$ cat src/rtl/frame_draw_sequencer_pkg.sv
// Shared definitions for the frame draw sequencer: FSM states, default screen size
// and the erase colour.
package frame_draw_sequencer_pkg;

    typedef enum logic [1:0] {
        ST_IDLE  = 2'd0,
        ST_ERASE = 2'd1,
        ST_DRAW  = 2'd2,
        ST_CHECK = 2'd3
    } state_e;

    localparam int unsigned DEF_SCREEN_W = 160;
    localparam int unsigned DEF_SCREEN_H = 120;
    localparam int unsigned COLOUR_BLACK = 0;

endpackage

$ cat src/rtl/frame_draw_sequencer_erase_sweep_counter.sv
// Raster counter for the screen erase: x is the inner loop, y the outer loop.
// last_o flags the final pixel (W-1, H-1) of the sweep.
module erase_sweep_counter #(
    parameter int unsigned XW = 8,
    parameter int unsigned YW = 7,
    parameter int unsigned W  = 160,
    parameter int unsigned H  = 120
) (
    input  logic          clk,
    input  logic          resetn,
    input  logic          clr_i,
    input  logic          en_i,
    output logic [XW-1:0] x_o,
    output logic [YW-1:0] y_o,
    output logic          last_o
);

    logic [XW-1:0] x_q, x_d;
    logic [YW-1:0] y_q, y_d;

    assign x_o    = x_q;
    assign y_o    = y_q;
    assign last_o = (x_q == XW'(W - 1)) && (y_q == YW'(H - 1));

    always_comb begin
        x_d = x_q;
        y_d = y_q;
        if (clr_i) begin
            x_d = '0;
            y_d = '0;
        end else if (en_i) begin
            if (x_q == XW'(W - 1)) begin
                x_d = '0;
                y_d = (y_q == YW'(H - 1)) ? '0 : y_q + YW'(1);
            end else begin
                x_d = x_q + XW'(1);
            end
        end
    end

    always_ff @(posedge clk or negedge resetn) begin
        if (!resetn) begin
            x_q <= '0;
            y_q <= '0;
        end else begin
            x_q <= x_d;
            y_q <= y_d;
        end
    end

endmodule

$ cat src/rtl/frame_draw_sequencer.sv
// Frame sequencer owning the vga_adapter plot port: erases the screen, then grants
// drawing clients round-robin slots, and tracks both player scores up to a win threshold.
module frame_draw_sequencer
    import frame_draw_sequencer_pkg::*;
#(
    parameter int unsigned N_CLIENTS = 4,
    parameter int unsigned XW        = 8,
    parameter int unsigned YW        = 7,
    parameter int unsigned CW        = 3,
    parameter int unsigned SCREEN_W  = DEF_SCREEN_W,
    parameter int unsigned SCREEN_H  = DEF_SCREEN_H,
    parameter int unsigned SCW       = 4,
    parameter int unsigned WIN_SCORE = 7,
    parameter int unsigned TIMEOUT   = 65535
) (
    input  logic                    clk,
    input  logic                    resetn,
    input  logic                    go,
    input  logic [N_CLIENTS-1:0]    client_en,
    output logic [N_CLIENTS-1:0]    cl_start,
    input  logic [N_CLIENTS-1:0]    cl_done,
    input  logic [N_CLIENTS-1:0]    cl_plot,
    input  logic [N_CLIENTS*XW-1:0] cl_x,
    input  logic [N_CLIENTS*YW-1:0] cl_y,
    input  logic [N_CLIENTS*CW-1:0] cl_colour,
    input  logic                    score0_evt,
    input  logic                    score1_evt,
    output logic [XW-1:0]           x_out,
    output logic [YW-1:0]           y_out,
    output logic [CW-1:0]           colour_out,
    output logic                    plot_out,
    output logic [SCW-1:0]          score0,
    output logic [SCW-1:0]          score1,
    output logic                    game_over,
    output logic                    timeout_err
);

    localparam int unsigned IW = (N_CLIENTS > 1) ? $clog2(N_CLIENTS) : 1;
    localparam int unsigned TW = $clog2(TIMEOUT + 1);

    state_e               state_q;
    logic [IW-1:0]        idx_q;
    logic [TW-1:0]        age_q;
    logic [N_CLIENTS-1:0] cl_start_q;
    logic [XW-1:0]        x_q;
    logic [YW-1:0]        y_q;
    logic [CW-1:0]        colour_q;
    logic                 plot_q;
    logic [SCW-1:0]       score0_q, score0_d;
    logic [SCW-1:0]       score1_q, score1_d;
    logic                 game_over_q;
    logic                 timeout_err_q;

    logic [XW-1:0]        er_x;
    logic [YW-1:0]        er_y;
    logic                 er_last;
    logic [N_CLIENTS-1:0] grant_vec;
    logic                 last_slot;
    state_e               adv_state;
    logic [IW-1:0]        adv_idx;
    logic                 scoring;

    erase_sweep_counter #(
        .XW (XW),
        .YW (YW),
        .W  (SCREEN_W),
        .H  (SCREEN_H)
    ) u_erase (
        .clk    (clk),
        .resetn (resetn),
        .clr_i  (state_q == ST_IDLE),
        .en_i   (state_q == ST_ERASE),
        .x_o    (er_x),
        .y_o    (er_y),
        .last_o (er_last)
    );

    always_comb begin
        grant_vec        = '0;
        grant_vec[idx_q] = 1'b1;
    end

    // Slot advance target: last client hands over to the one-cycle score check.
    assign last_slot = (idx_q == IW'(N_CLIENTS - 1));
    assign adv_state = last_slot ? ST_CHECK : ST_DRAW;
    assign adv_idx   = last_slot ? '0 : idx_q + IW'(1);

    assign scoring = (state_q == ST_DRAW) || (state_q == ST_CHECK);

    always_comb begin
        score0_d = score0_q;
        score1_d = score1_q;
        if (state_q == ST_IDLE && go) begin
            score0_d = '0;
            score1_d = '0;
        end else if (scoring) begin
            if (score0_evt && score0_q < SCW'(WIN_SCORE)) score0_d = score0_q + SCW'(1);
            if (score1_evt && score1_q < SCW'(WIN_SCORE)) score1_d = score1_q + SCW'(1);
        end
    end

    always_ff @(posedge clk or negedge resetn) begin
        if (!resetn) begin
            state_q       <= ST_IDLE;
            idx_q         <= '0;
            age_q         <= '0;
            cl_start_q    <= '0;
            x_q           <= '0;
            y_q           <= '0;
            colour_q      <= '0;
            plot_q        <= 1'b0;
            score0_q      <= '0;
            score1_q      <= '0;
            game_over_q   <= 1'b0;
            timeout_err_q <= 1'b0;
        end else begin
            score0_q <= score0_d;
            score1_q <= score1_d;
            plot_q   <= 1'b0;
            case (state_q)
                ST_IDLE: begin
                    if (go) begin
                        state_q       <= ST_ERASE;
                        game_over_q   <= 1'b0;
                        timeout_err_q <= 1'b0;
                    end
                end
                ST_ERASE: begin
                    plot_q   <= 1'b1;
                    x_q      <= er_x;
                    y_q      <= er_y;
                    colour_q <= CW'(COLOUR_BLACK);
                    if (er_last) begin
                        state_q <= ST_DRAW;
                        idx_q   <= '0;
                    end
                end
                ST_DRAW: begin
                    // A slot with no grant yet is its entry cycle: enable is sampled here.
                    if (cl_start_q == '0) begin
                        if (client_en[idx_q]) begin
                            cl_start_q <= grant_vec;
                            age_q      <= '0;
                        end else begin
                            state_q <= adv_state;
                            idx_q   <= adv_idx;
                        end
                    end else begin
                        plot_q   <= cl_plot[idx_q] & cl_start_q[idx_q];
                        x_q      <= cl_x[idx_q*XW +: XW];
                        y_q      <= cl_y[idx_q*YW +: YW];
                        colour_q <= cl_colour[idx_q*CW +: CW];
                        if (cl_done[idx_q]) begin
                            cl_start_q <= '0;
                            state_q    <= adv_state;
                            idx_q      <= adv_idx;
                        end else if (age_q == TW'(TIMEOUT - 1)) begin
                            cl_start_q    <= '0;
                            timeout_err_q <= 1'b1;
                            state_q       <= adv_state;
                            idx_q         <= adv_idx;
                        end else begin
                            age_q <= age_q + TW'(1);
                        end
                    end
                end
                ST_CHECK: begin
                    if (score0_q >= SCW'(WIN_SCORE) || score1_q >= SCW'(WIN_SCORE)) begin
                        state_q     <= ST_IDLE;
                        game_over_q <= 1'b1;
                    end else begin
                        state_q <= ST_DRAW;
                        idx_q   <= '0;
                    end
                end
                default: state_q <= ST_IDLE;
            endcase
        end
    end

    assign cl_start    = cl_start_q;
    assign x_out       = x_q;
    assign y_out       = y_q;
    assign colour_out  = colour_q;
    assign plot_out    = plot_q;
    assign score0      = score0_q;
    assign score1      = score1_q;
    assign game_over   = game_over_q;
    assign timeout_err = timeout_err_q;

endmodule

$ cat config.mk
export PLATFORM = sky130hd
export DESIGN_NAME = frame_draw_sequencer
export DESIGN_NICKNAME = d
export VERILOG_FILES = /design/src/rtl/frame_draw_sequencer_pkg.sv /design/src/rtl/frame_draw_sequencer_erase_sweep_counter.sv /design/src/rtl/frame_draw_sequencer.sv
export SDC_FILE = /design/constraint.sdc
export NUM_CORES = 1
export LEC_CHECK = 0
export CELL_PAD_IN_SITES_DETAIL_PLACEMENT = 1
export CELL_PAD_IN_SITES_GLOBAL_PLACEMENT = 2
export CORE_UTILIZATION = 31
export CTS_BUF_LIST = sky130_fd_sc_hd__clkbuf_4
export DETAILED_ROUTE_END_ITERATION = 6
export GPL_TIMING_DRIVEN = 0
export PLACE_DENSITY = 0.91
export SYNTH_ARGS = -nofsm -noshare
export SYNTH_HDL_FRONTEND = slang
export SYNTH_SLANG_ARGS = --single-unit
$ cat constraint.sdc
create_clock -name clk -period 6.55 [get_ports clk]
set_input_delay 1.965 -clock clk [delete_from_list [all_inputs] [get_ports clk]]
set_output_delay 1.965 -clock clk [all_outputs]
set_load 0.02 [all_outputs]
### Word level (Yosys, flattened, before mapping)

Cells that the tools add are included.

* $lt $le $gt $ge: 6
* $add $sub $neg: 6
* bitwise gates (word level): 1
* equality and inequality tests: 19
* multiply operators: 2
* mux-type cells: 63
* shifts and indexed selects: 3
* reductions and logical operators: 29

Operator list (count)
* $mux 16: 4
* $mux 4: 10
* $mux 7: 5
* $mux 8: 4
* $shiftx 32x6->8: 1
* $mux 2: 14
* $shiftx 28x6->7: 1
* $add 16x1->16 const B: 1
* $eq 16x16->1 const B: 1
* $pmux 8 s2: 1
* $reduce_bool 2->1: 8
* $ne 2x2->1 const B: 7
* $pmux 7 s2: 1
* $mux 1: 12
* $shiftx 12x5->3: 1
* $reduce_and 5->1: 2
* $add 4x1->4 const B: 2
* $add 8x1->8 const B: 1
* $bmux 1 s2: 4
* $eq 8x8->1 const B: 1
* $ge 4x3->1 const B: 2
* $lt 4x3->1 const B: 2
* $pmux 2 s4: 1
* $reduce_and 2->1: 4
* other kinds (25): 39

* register bits after elaboration: 68

### Longest topological paths before layout

* depth in word-level cells: 6
* depth in mapped cells: 9

### Modules after synthesis

From an unflattened synthesis, not the netlist that was laid out.

* cell total of the unflattened synthesis: 394
* area, all modules: 4068.9 um^2

By module, submodules not included
* frame_draw_sequencer: cells each 306, times used 1, area each 3211.8 um^2
* erase_sweep_counter: cells each 88, times used 1, area each 857.1 um^2

### Least setup slack after synthesis

Ideal clock, no wire load.

* path kind: input -> register
* start: input cl_done[3]
* end: register age_q[5]
* arrival: 3.325 ns
* required time: 6.422 ns
* stages on the path: 6
* setup slack: 3.097 ns
* path buffers: 1
* cells stage by stage: mux4_2 -> clkinv_2 -> a21oi_2 -> buf_6 -> nor4_1 -> mux2_1

* cells in the longest elaborated chain, start to end: 4

Ends and longest elaborated chain
* start: declaration: RTL line frame_draw_sequencer.sv:21 `input logic [N_CLIENTS-1:0] cl_done,`
* $bmux 1 s2: RTL line frame_draw_sequencer.sv:153 `if (cl_done[idx_q]) begin`
* $mux 1 (implied by the code): RTL line frame_draw_sequencer.sv:153
* $ne 2x2->1 (no line)
* $reduce_and 4->1 (no line)
* end signal: assignment: RTL line frame_draw_sequencer.sv:163 `age_q <= age_q + TW'(1);`
* end: declaration: RTL line frame_draw_sequencer.sv:43 `logic [TW-1:0] age_q;`

Every way passes these cells. The select of a mux whose other input is x is not followed.
A chain may end at the register's enable or synchronous reset.

### Worst setup path after layout

Ends and elaborated chain as after synthesis.

==> results.tsv <==
metric	value	unit
fin_util	44.1	%
vias	3893	
ys.warnings.count	0	
grt_max_degree	69	
arrival	3.90	ns
rsz0062_at_grt	no	
worst-path-max-fanout	10	
cts_made_buffers	9	
hpwl	9760	um
cts_root_buf	clkbuf_4	
die_x	119	um
clk-insertion-delay-late	0.44	ns
r2r-end	x_out[2]$_DFFE_PN0P_	
max_freq	0.280	GHz
tightest_slew	0.887	ns
drt_pass1_iterations	4	
drc	0	
ctsHoldBuffers	0	
n_fill_cell	1516	
post_drt_wl_per_cell	17.5	um
final-hold-violation-count	0	
worstSetupEndpointType	flip-flop	
die_h	119	um
setup_viol	0	
synthFlopType	dfrtp_1	
dieArea	14100	sq um
maxSlewHeadroom	40.9	%
cts_setup_buffers	0	
cts_resized	0	
p_per_area	147	nW/um^2
clock_skew	0.0107	ns
port_buffers	121	
gr-total-overflow	0	
setup_tns	0	ns
min_period	3.57	ns
synth-async-reset-ratio	100	%
areaGrowthSynthToFinish	38.2	%
min_from	x_out[4]$_DFFE_PN0P_	
netlist_instances	426	
path_clk_slew	0.12	ns
htree_levels	3	
critPathKind	input port to flip-flop	
layout-drive-gt1-share	9.77	%
syn_nets	529	
design.core.area	13200	sq um
drv_slew	0	
vdd_drop_max	0.0922	mV
seq_area_frac_synth	40.3	%
finalCritPeriodShare	54.5	%
drv_cap	0	
wl	13000	um
synth_area	4220	sq um
critPathRequiredTime	6.88	ns
ant_nets	0	
start_util	31.9	%
rows	42	
cts_max_path_buffers	2	
place_congestion	0.844	
r2r_setup_slack	3.84	ns
grtUsageTotal	19.5	%
status	complete, no violations	
finalHoldWorstSlack	0.549	ns
pin_count	122	
synth.ff_latch_count	68	
synth-edff-count	0	
r2r_cells	7	
cts_sinks	68	
hold_path.class	flip-flop to flip-flop	
ys_types	56	
start_kind	input port	
antenna_found_initial	1	
power_leakage	2.39	nW
cts_tree	built	
drt_iter0_markers	175	
min_to	x_out[4]$_DFFE_PN0P_	
first_global_vias	4218	
vias_per_cell	5.26	
avgSynthCellArea	9.91	sq um
nets	661	
hold_depth	2	
grt_pass1_wl	21600	um
r2r-start	state_q[0]$_DFFE_PN0P_	
layer usage:
| metal | track usage (%) | vias to the layer above | wire [um] |
|---|---|---|---|
| met3 | 2.27 | 12 | 445 |
| met1 | 25.2 | 1944 | 5730 |
| li1 | - | 1845 | - |
| met5 | 0 | - | 0 |
| met2 | 33.3 | 92 | 6570 |
| met4 | 7.20 | 0 | 209 |
flip-flops by register name, indices dropped and copies added (netlist names):
signal and cells:
timeout_err 1, u_erase.y_o 7, u_erase.x_o 8, cl_start 4, game_over 1, state_q 2
plot_out 1, score0 4, colour_out 3, score1 4, y_out 7, x_out 8
age_q 16, idx_q 2
critical path: stages:
cell	delay, ns
clkdlybuf4s50_1	0.39
mux4_2	0.48
clkinv_2	0.10
a21oi_2	0.11
buf_6	0.19
nor4_1	0.30
mux2_1	0.37
cells in the mapped netlist (2+ instances only):
| cell type | count | area share [%] |
|---|---|---|
| nand4_1 | 7 | 1.0 |
| nand2b_1 | 3 | 0.44 |
| nor3b_1 | 2 | 0.36 |
| mux2_2 | 2 | 0.53 |
| o21ai_1 | 4 | 0.47 |
| a21oi_1 | 34 | 4.0 |
| dfrtp_1 | 68 | 40 |
| buf_2 | 4 | 0.47 |
| xor2_1 | 3 | 0.62 |
| nor3_1 | 4 | 0.47 |
| a31o_2 | 2 | 0.42 |
| mux4_2 | 20 | 11 |
| nor4_1 | 7 | 1.0 |
| o21a_1 | 2 | 0.36 |
| mux2i_1 | 25 | 5.9 |
| and3_1 | 5 | 0.74 |
| a21o_1 | 2 | 0.36 |
| a41oi_1 | 2 | 0.42 |
| nand3_1 | 28 | 3.3 |
| ha_1 | 14 | 4.2 |
| and2_1 | 3 | 0.44 |
| o21ai_0 | 25 | 3.0 |
| buf_6 | 3 | 0.80 |
| a31oi_1 | 2 | 0.30 |
| buf_1 | 3 | 0.27 |
| nor2_1 | 42 | 3.7 |
| nor2b_1 | 2 | 0.30 |
| or4_1 | 9 | 1.6 |
| o31ai_1 | 9 | 1.6 |
| and4_1 | 2 | 0.42 |
| clkbuf_1 | 13 | 1.2 |
| inv_1 | 19 | 1.7 |
| o211ai_1 | 3 | 0.53 |
| nand2_1 | 31 | 2.8 |
per-stage QoR:
step | cells | instance area (sq um) | total power, mW | setup slack [ns]
detailed placement | 723 | 5650 | 0.510 | 2.49
global route | 740 | 5830 | 0.895 | 2.87
global placement | 723 | 5650 | 0.508 | 1.10
floorplan | 426 | 4220 | 0.445 | 3.10
finish | 740 | 5830 | 0.860 | 2.98
CTS | 739 | 5830 | 0.870 | 2.98
cells by family after synthesis:
kind of cell    synth area share, %
compound gates                 13.9
xor+xnor                      0.830
fa+ha+maj                      4.15
buf+inv                        4.68
flops                          40.3
mux                            17.4
simple gates                   18.7
power by group:
part	internal (mW)	switching (mW)
Combinational	0.0580	0.0228
Clock	0.192	0.168
Sequential	0.420	0
Total	0.669	0.191
worst max-delay path by stage:
stage                          start                   end  slack (ns)  depth (start not counted)
after floorplan           cl_done[3]  age_q[5]$_DFFE_PN0P_        3.10                          6
after global placement        resetn  x_out[2]$_DFFE_PN0P_        1.10                          1
after detailed placement  cl_done[3]  age_q[5]$_DFFE_PN0P_        2.49                          7
after CTS                 cl_done[3]  age_q[5]$_DFFE_PN0P_        2.98                          7
after global routing      cl_done[3]  age_q[5]$_DFFE_PN0P_        2.87                          7
final                     cl_done[3]  age_q[5]$_DFFE_PN0P_        2.98                          7
layout by cell type, fill, tap and decap left out, types with 3 or more instances in the layout:
cell             instances
nor3_1                   4
buf_2                    4
nand4_1                  7
ha_1                    14
xor2_1                   3
buf_6                    3
and3_1                   5
mux2i_1                 25
bufinv_16                3
inv_1                   19
clkdlybuf4s50_1        120
or4_1                    9
a21oi_1                 34
nand2b_1                 3
clkbuf_4                 9
and2_1                   3
nor4_1                   7
buf_1                    3
nand2_1                 31
o21ai_0                 25
nor2_1                  42
dfrtp_1                 68
nand3_1                 28
o211ai_1                 3
o21ai_1                  4
o31ai_1                  9
clkbuf_1                13
mux4_2                  20
area by class of cell:
cell class                 count  area, sq um  share of cell area, %
clock inverter                 7          115                   1.97
tap                          176          220                   3.77
sequential                    68         1700                   29.2
antenna                        1         2.50                 0.0429
multi-input combinational    314         2320                   39.8
timing repair buffer         121         1210                   20.7
clock buffer                   9         67.6                   1.16
inverter                      20         76.3                   1.31
buffer                        24          121                   2.08
(Power assumes the default switching activity.)
